**src/rtl/instr_loader.sv**
```systemverilog
// Boot-time instruction memory loader: takes a length-prefixed, XOR-checksummed byte
// stream and writes big-endian 16-bit words to consecutive addresses while holding the core.
module instr_loader #(
    parameter int ADDR_W  = 12,
    parameter int DATA_W  = 16,
    parameter int DEPTH   = 2 ** ADDR_W,
    parameter int BASE    = 0,
    parameter int TIMEOUT = 1024
) (
    input  logic              clk_i,
    input  logic              reset_i,
    input  logic              start_i,
    input  logic [7:0]        byte_in_i,
    input  logic              byte_valid_i,
    output logic              byte_ready_o,
    output logic              wr_en_o,
    output logic [ADDR_W-1:0] wr_addr_o,
    output logic [DATA_W-1:0] wr_data_o,
    output logic              busy_o,
    output logic              cpu_hold_o,
    output logic              done_o,
    output logic              error_o
);
    // state  | meaning
    // IDLE   | waiting for start, bytes not consumed
    // LEN_HI | expecting length high byte
    // LEN_LO | expecting length low byte, then length is validated
    // D_HI   | expecting word high byte
    // D_LO   | expecting word low byte
    // WRITE  | one-cycle memory write, stream stalled
    // CHK    | expecting checksum byte
    // DONE   | one-cycle done pulse
    // ERR    | error latched, returning to idle
    typedef enum logic [3:0] {
        IDLE, LEN_HI, LEN_LO, D_HI, D_LO, WRITE, CHK, DONE, ERR
    } state_t;

    localparam int TMO_W = $clog2(TIMEOUT + 1);
    localparam logic [16:0]       DEPTH_L = 17'(DEPTH);
    localparam logic [ADDR_W-1:0] BASE_A  = ADDR_W'(BASE);
    localparam logic [TMO_W-1:0]  TMO_L   = TMO_W'(TIMEOUT);

    state_t           state_q, state_d;
    logic [15:0]      len_q, len_d;
    logic [15:0]      idx_q, idx_d;
    logic [7:0]       hi_q, hi_d;
    logic [7:0]       lo_q, lo_d;
    logic [7:0]       chk_q, chk_d;
    logic [TMO_W-1:0] tmo_q, tmo_d;
    logic             err_q, err_d;

    logic        ready_c;
    logic        xfer_c;
    logic [15:0] len_c;
    logic [15:0] idx_inc_c;

    always_ff @(posedge clk_i) begin
        if (reset_i) begin
            state_q <= IDLE;
            len_q   <= '0;
            idx_q   <= '0;
            hi_q    <= '0;
            lo_q    <= '0;
            chk_q   <= '0;
            tmo_q   <= '0;
            err_q   <= 1'b0;
        end else begin
            state_q <= state_d;
            len_q   <= len_d;
            idx_q   <= idx_d;
            hi_q    <= hi_d;
            lo_q    <= lo_d;
            chk_q   <= chk_d;
            tmo_q   <= tmo_d;
            err_q   <= err_d;
        end
    end

    always_comb begin
        state_d   = state_q;
        len_d     = len_q;
        idx_d     = idx_q;
        hi_d      = hi_q;
        lo_d      = lo_q;
        chk_d     = chk_q;
        tmo_d     = tmo_q;
        err_d     = err_q;
        ready_c   = (state_q == LEN_HI) || (state_q == LEN_LO) || (state_q == D_HI) ||
                    (state_q == D_LO) || (state_q == CHK);
        xfer_c    = ready_c && byte_valid_i;
        len_c     = {len_q[15:8], byte_in_i};
        idx_inc_c = idx_q + 16'd1;

        if (state_q == IDLE || xfer_c) begin
            tmo_d = '0;
        end else begin
            tmo_d = tmo_q + TMO_W'(1);
        end

        case (state_q)
            IDLE: begin
                if (start_i) begin
                    err_d   = 1'b0;
                    chk_d   = '0;
                    idx_d   = '0;
                    state_d = LEN_HI;
                end
            end
            LEN_HI: begin
                if (xfer_c) begin
                    len_d[15:8] = byte_in_i;
                    chk_d       = chk_q ^ byte_in_i;
                    state_d     = LEN_LO;
                end
            end
            LEN_LO: begin
                if (xfer_c) begin
                    len_d[7:0] = byte_in_i;
                    chk_d      = chk_q ^ byte_in_i;
                    if (len_c == 16'd0 || {1'b0, len_c} > DEPTH_L) begin
                        err_d   = 1'b1;
                        state_d = ERR;
                    end else begin
                        state_d = D_HI;
                    end
                end
            end
            D_HI: begin
                if (xfer_c) begin
                    hi_d    = byte_in_i;
                    chk_d   = chk_q ^ byte_in_i;
                    state_d = D_LO;
                end
            end
            D_LO: begin
                if (xfer_c) begin
                    lo_d    = byte_in_i;
                    chk_d   = chk_q ^ byte_in_i;
                    state_d = WRITE;
                end
            end
            WRITE: begin
                idx_d   = idx_inc_c;
                state_d = (idx_inc_c == len_q) ? CHK : D_HI;
            end
            CHK: begin
                if (xfer_c) begin
                    if (byte_in_i == chk_q) begin
                        state_d = DONE;
                    end else begin
                        err_d   = 1'b1;
                        state_d = ERR;
                    end
                end
            end
            DONE:    state_d = IDLE;
            ERR:     state_d = IDLE;
            default: state_d = IDLE;
        endcase

        // Stall watchdog only matters while waiting on the stream
        if (ready_c && !xfer_c && (tmo_q + TMO_W'(1)) == TMO_L) begin
            err_d   = 1'b1;
            state_d = ERR;
        end
    end

    assign byte_ready_o = ready_c;
    assign wr_en_o      = (state_q == WRITE);
    assign wr_addr_o    = (state_q == WRITE) ? BASE_A + idx_q[ADDR_W-1:0] : '0;
    assign wr_data_o    = (state_q == WRITE) ? DATA_W'({hi_q, lo_q}) : '0;
    assign busy_o       = (state_q != IDLE);
    assign cpu_hold_o   = (state_q != IDLE);
    assign done_o       = (state_q == DONE);
    assign error_o      = err_q;

endmodule

```
**config.mk**
```make
export PLATFORM = sky130hd
export DESIGN_NAME = instr_loader
export DESIGN_NICKNAME = d
export VERILOG_FILES = /design/src/rtl/instr_loader.sv
export SDC_FILE = /design/constraint.sdc
export NUM_CORES = 1
export LEC_CHECK = 0
export CORE_ASPECT_RATIO = 1.1
export CORE_MARGIN = 2
export CORE_UTILIZATION = 57
export DETAILED_ROUTE_END_ITERATION = 10
export GPL_TIMING_DRIVEN = 0
export PLACE_DENSITY = 0.8
export RECOVER_POWER = 50
export SLEW_MARGIN = 20
export SYNTH_ARGS = -nofsm -noshare
export SYNTH_HDL_FRONTEND = slang
export SYNTH_SLANG_ARGS = --single-unit
```
**constraint.sdc**
```tcl
create_clock -name clk_i -period 2.61 [get_ports clk_i]
set_input_delay 0.261 -clock clk_i [delete_from_list [all_inputs] [get_ports clk_i]]
set_output_delay 0.261 -clock clk_i [all_outputs]
set_load 0.005 [all_outputs]
```
==> results.cfg, run 1 <==
[run_status]
status = finished, final reports clean

[yosys]
netlist_top_cells_count = 83 x nor2_1, 72 x dfxtp_1, 36 x clkbuf_1
synthArstFlopShare_pct = 0
synth_xor_area_share_pct = 6.97
synth_area_um2 = 4260
synth_mux_area_share_pct = 8.00
synthSimpleGateAreaFrac_pct = 28.0
synth_edf_count = 0
synth.most_common_cell = nor2_1
avgSynthCellArea_um2 = 7.93
yosys.area.top_type = dfxtp_1
synth_nets = 552
yosys-top-cells-area = dfxtp_1 34%, mux2i_1 8.0%, nor2_1 7.3%
synth_top_family_by_area = simple AND/OR/NAND/NOR gates
netlist_instances = 537
yosysUniqueCellTypes = 59
synth_top_area_share_pct = 33.9
synthAdderAreaFrac_pct = 0.882
ys_seq_elements = 72
yosysWarnings = 0
synth_compound_area_share_pct = 15.5
ys.flop_type = dfxtp_1
ys_seq_area_share_pct = 33.9

[worst_setup_path]
critical_path.max_fanout = 10
crit_arrival_ps = 2270
critPathTopFamily = buffers and inverters
end_kind = output port
startpoint_type = register
worstSetupPathType = reg2out
path_cells = clkbuf_1 -> nor2b_1 -> clkbuf_4 -> nand2_1 -> inv_1 -> buf_6 -> clkdlybuf4s50_1
cp_num_buf_inv = 5
cpPeakStageDelay_ps = 510
cpMaxStageDelayCell = clkdlybuf4s50_1
cp.required_ps = 2350

[detailed_routing]
drt-met1-wl_um = 4730
met3WireLength_um = 735
wl_per_cell_um = 16.7
dr.pass1.iters = 7
wl_um = 11300
vias = 4133
highest_layer = met4
drt-initial-drc-count = 236
drc = 0
met2_length_um = 5480
routed_via_density = 6.12
ant_nets = 0

[timing]
worst_hold_slack_ps = 367
rsz0062_at_grt = false
relSlewSlack_pct = 48.9
fin_crit_ps = 2530
finalSetupViolCount = 0
worstMarginPinSlew_ps = 766
fin_crit_sh_pct = 96.8
slew_violations = 0
setup-tns-final_ps = 0
skew_ps = 12.5
finalHoldViolations = 0
fmax_ghz = 0.396

[clock_tree]
clk_latency_ps = 350
h-tree-depth = 3
clkSinkCount = 72
cts_tree = yes
cts_buffers = 9
cts.path.max_buffers = 2
cts_root_buf = clkbuf_8
clk_pin_slew_ps = 80
postCtsSetupBuffers = 0

[final_layout]
antenna_cells = 0
instances_no_fill = 675
area_delta_synth_final_pct = 16.8
drive_gt1_share_pct = 8.16
finalNetCount = 598
final_area_um2 = 4970
fillers = 609

[global_routing]
grt_pass1_wl_um = 18100
grt_use_total_pct = 27.9
grt_pass1_vias = 3733
overflow = 0
antenna_found_initial = 0
grt_max_degree = 15

[placement]
place_congestion = 0.889
io_buffers = 35
placed_area_um2 = 4720
dpl.cell_count = 659
hpwl_um = 7850

[die]
die_h_um = 94.6
die_area_um2 = 8180
io_pins = 46
start_util_pct = 57.9
fp.dieW_um = 86.4
core_um2 = 7350
rows = 33

[worst_hold_path]
hold_path_class = in2reg

[flow_run]
maxCapViolCount = 0

[pwr]
p_leak_nw = 1.98
powerDensity_nw_per_um2 = 598
ir_drop_mv = 0.350
-- registers in the layout, summed over array words and instances, names as in the netlist --
register,flops
chk_q,8
error_o,1
hi_q,8
idx_q,16
len_q,16
lo_q,8
state_q,4
tmo_q,11
-- worst paths after layout --
kind	start	end	slack (ps)	cells past startpoint
setup / recovery	state_q[3]$_SDFFE_PP0P_	wr_en_o	80	7
hold / removal	byte_in_i[0]	chk_q[0]$_SDFFE_PP0P_	370	3
setup reg to reg	idx_q[1]$_SDFFE_PP0P_	state_q[0]$_SDFFE_PP0P_	150	9
hold reg to reg	error_o$_SDFFE_PP0P_	error_o$_SDFFE_PP0P_	460	2
-- cell families after synthesis --
group | count (synthesis)
buffers and inverters | 60
adder cells (fa/ha/maj) | 3
flip-flops | 72
multiplexers | 34
XOR/XNOR | 33
AND/OR/NAND/NOR | 228
AO/OA/AOI/OAI | 107
-- stage by stage --
step	power (W)	setup slack [ps]	util [%]
final	0.00297	83.6	67.7
after global routing	0.00310	4.65	67.7
after CTS	0.00294	28.0	67.3
after detailed placement	0.00193	106	64.2
after global placement	0.00191	110	64.2
after floorplan	0.00172	366	-
-- worst min-delay path: cells and delay by family --
| kind | cells | cell delay, ps |
|---|---|---|
| AO/OA/AOI/OAI | 1 | 60 |
| AND/OR/NAND/NOR | 1 | 150 |
| buffers and inverters | 1 | 200 |
-- placed cells by master (no fill, tap or decap), types with 7 or more instances in the layout --
| master | instances |
|---|---|
| nand3b_1 | 9 |
| a21oi_1 | 34 |
| mux2i_1 | 34 |
| inv_1 | 10 |
| nand2_1 | 27 |
| nand4_1 | 13 |
| xor2_1 | 13 |
| nand3_1 | 18 |
| nor2_1 | 83 |
| o21ai_0 | 29 |
| nor3_1 | 9 |
| and3_1 | 32 |
| a211oi_1 | 8 |
| dfxtp_1 | 71 |
| xnor2_1 | 19 |
| a31oi_1 | 7 |
| clkbuf_8 | 12 |
| clkdlybuf4s50_1 | 34 |
| clkbuf_1 | 29 |
-- final cells by class --
| class | instances | area [µm²] | area share [%] |
|---|---|---|---|
| plain buffers | 49 | 260 | 5.23 |
| clock inverters | 7 | 103 | 2.06 |
| multi-input cells | 405 | 2540 | 51.1 |
| well taps | 87 | 109 | 2.19 |
| clock buffers | 9 | 124 | 2.49 |
| flip-flops and latches | 72 | 1440 | 29.0 |
| inverters | 11 | 41.3 | 0.830 |
| repair buffers | 35 | 350 | 7.04 |
-- metal layers --
layer	GRT usage (%)	vias to the layer above
li1	-	2014
met1	35.9	1914
met2	46.1	174
met3	3.67	31
met4	13.2	0
met5	0	-
-- what timing repair did --
| action | 4_1_cts | 5_1_grt |
|---|---|---|
| hold buffers | 0 | 0 |
| cloned | 0 | 0 |
| pin swaps | 0 | 0 |
| resized for setup | 6 | 12 |
| endpoints found under the setup margin | 24 | 27 |
-- report_power, final --
group	total, W	internal [W]	switching (W)
Combinational	0.000743	0.000288	0.000455
Clock	0.00102	0.000552	0.000471
Sequential	0.00121	0.00115	0.0000553
No activity file was read; power rests on OpenSTA's default activity.
==> run 2: changes to the inputs <==
CORE_UTILIZATION = 59   (was 57)
CTS_BUF_LIST = sky130_fd_sc_hd__clkbuf_4 sky130_fd_sc_hd__clkbuf_8   (was default)
PLACE_DENSITY = default   (was 0.8)
PLACE_DENSITY_LB_ADDON = 0.1   (was default)
==> run 2 against run 1 <==
  * Highest routed layer unchanged
  * Total power decreased by 1.2%
  * Die area decreased by 3.2%
  * Via count increased by 1.1%
==> results.cfg, run 2 (synthesis results as in run 1) <==
[final_layout]
post-route-util_pct = 70.9
fillers = 568
final_common_cell = nor2_1
reg_top3 = idx_q x16, len_q x16, tmo_q x11
drive_gt1_share_pct = 8.33
antenna_cells = 0
area_delta_synth_final_pct = 16.7
final_cell_mix = 83 x nor2_1, 71 x dfxtp_1, 34 x mux2i_1, 34 x a21oi_1, 34 x clkdlybuf4s50_1
finalNetCount = 599

[clock_tree]
clk_latency_ps = 340
cts_tree = yes
clkSinkCount = 72
hold_buffers = 0
clk_pin_slew_ps = 80
h-tree-depth = 3
cts_buffers = 9
cts_root_buf = clkbuf_8
cts.path.max_buffers = 2

[global_routing]
grt_max_degree = 13
antenna_found_initial = 0
grt_use_total_pct = 29.7
overflow = 0
grt_pass1_wl_um = 18900
grt_pass1_vias = 3959

[pwr]
p_leak_nw = 1.98
clkPwrFrac_pct = 32.8
ir_drop_mv = 0.594
switchingPower_w = 0.000961
swShare_pct = 32.7
p_int_w = 0.00197
p_comb_share_pct = 26.1
powerDensity_nw_per_um2 = 591
pwr-share-seq_pct = 41.0

[worst_setup_path]
worstSetupPathType = reg2out
critical_path.max_fanout = 10
r2r-end = state_q[0]$_SDFFE_PP0P_
rr_worst_depth = 9
crit_arrival_ps = 2250
r2r_slack_ps = 130
reg2reg_from = idx_q[1]$_SDFFE_PP0P_
end_kind = output port
cpMaxStageDelayCell = clkdlybuf4s50_1
startpoint_type = register
cpPeakStageDelay_ps = 520
cp.required_ps = 2350
path_cells = clkbuf_1 -> nor2b_1 -> buf_4 -> nand2_1 -> clkbuf_2 -> nor2_1 -> clkdlybuf4s50_1

[timing]
fmax_ghz = 0.398
rsz0062_at_grt = false
setup-tns-final_ps = 0
finalSetupViolCount = 0
fin_crit_sh_pct = 96.4
fin_crit_ps = 2520
skew_ps = 8.55
slew_violations = 0
finalHoldViolations = 0
relSlewSlack_pct = 44.5
worstMarginPinSlew_ps = 832

[detailed_routing]
routed_via_density = 6.21
wl_per_cell_um = 17.5
vias = 4180
wl_um = 11800
drc = 0
dr.pass1.iters = 7
drt-initial-drc-count = 259
ant_nets = 0

[worst_hold_path]
whs_endpoint = lo_q[0]$_SDFFE_PP0P_
whs_path_depth = 3
hp-start = byte_in_i[0]
hold_path_class = in2reg

[die]
start_util_pct = 60.7
die_area_um2 = 7910
rows = 32
fp.dieW_um = 85.0
io_pins = 46
die_h_um = 93.1
core_um2 = 7010

[placement]
io_buffers = 35
place_congestion = 0.894
hpwl_um = 8070

[run_status]
status = finished, final reports clean

[flow_run]
maxCapViolCount = 0
## run 2: per-layer routing
layer / up-vias / wire [µm] / part of all wire (%) / track usage [%]
met5: - / 0 / 0 / 0
li1: 1996 / - / - / -
met1: 1948 / 4800 / 41 / 37.1
met2: 208 / 5820 / 49 / 50.4
met3: 28 / 865 / 7.4 / 5.38
met4: 0 / 275 / 2.3 / 12.3
## run 2: stage by stage
| step | total power (W) | worst slack, ps | area, µm² | cells | hold slack (ps) |
|---|---|---|---|---|---|
| 6_report | 0.00294 | 94.6 | 4970 | 673 | 385 |
| 5_1_grt | 0.00306 | 4.22 | 4970 | 673 | 386 |
| 4_1_cts | 0.00289 | 3.42 | 4930 | 672 | 365 |
| 3_5_place_dp | 0.00194 | 56.9 | 4710 | 657 | 455 |
| 3_3_place_gp | 0.00191 | 124 | 4710 | 657 | 445 |
| 2_1_floorplan | 0.00172 | 366 | 4260 | 537 | 441 |
## run 2: worst max path at each step
| stage | slack (ps) | start | cells past startpoint | to |
|---|---|---|---|---|
| 2_1_floorplan | 370 | idx_q[1]$_SDFFE_PP0P_ | 9 | state_q[0]$_SDFFE_PP0P_ |
| 3_3_place_gp | 120 | idx_q[1]$_SDFFE_PP0P_ | 9 | state_q[0]$_SDFFE_PP0P_ |
| 3_5_place_dp | 60 | idx_q[1]$_SDFFE_PP0P_ | 9 | state_q[0]$_SDFFE_PP0P_ |
| 4_1_cts | 3 | state_q[0]$_SDFFE_PP0P_ | 6 | wr_data_o[13] |
| 5_1_grt | 4 | state_q[3]$_SDFFE_PP0P_ | 7 | wr_addr_o[2] |
| 6_report | 90 | state_q[3]$_SDFFE_PP0P_ | 7 | wr_addr_o[2] |
## run 2: layout make-up
type                    count  area [µm²]  area share (%)
well taps                  85         106            2.14
repair buffers             36         358            7.20
clock inverters             6        85.1            1.71
multi-input cells         405        2550            51.3
plain buffers              49         264            5.31
inverters                  11        41.3           0.831
flip-flops and latches     72        1440            29.0
clock buffers               9         124            2.49
## run 2: repair_timing
action	CTS	global route
setup buffers	0	1
endpoints found under the hold margin	0	0
setup endpoints to repair	24	35
gates resized for setup	7	14
pin swaps	0	1
## run 2: worst max-delay path, delay by kind of cell, from the launching register on
| family | cells | cell delay [ps] |
|---|---|---|
| and+or+nand+nor | 3 | 440 |
| buffers and inverters | 4 | 1170 |
| DFF | 1 | 300 |
## run 2: power by group through the flow
stage | clock, W | combinational (W) | sequential [W]
floorplan | 0 | 0.000506 | 0.00121
global placement | 0 | 0.000690 | 0.00122
detailed placement | 0 | 0.000711 | 0.00123
CTS | 0.000967 | 0.000722 | 0.00120
global route | 0.00102 | 0.000824 | 0.00121
finish | 0.000964 | 0.000767 | 0.00121
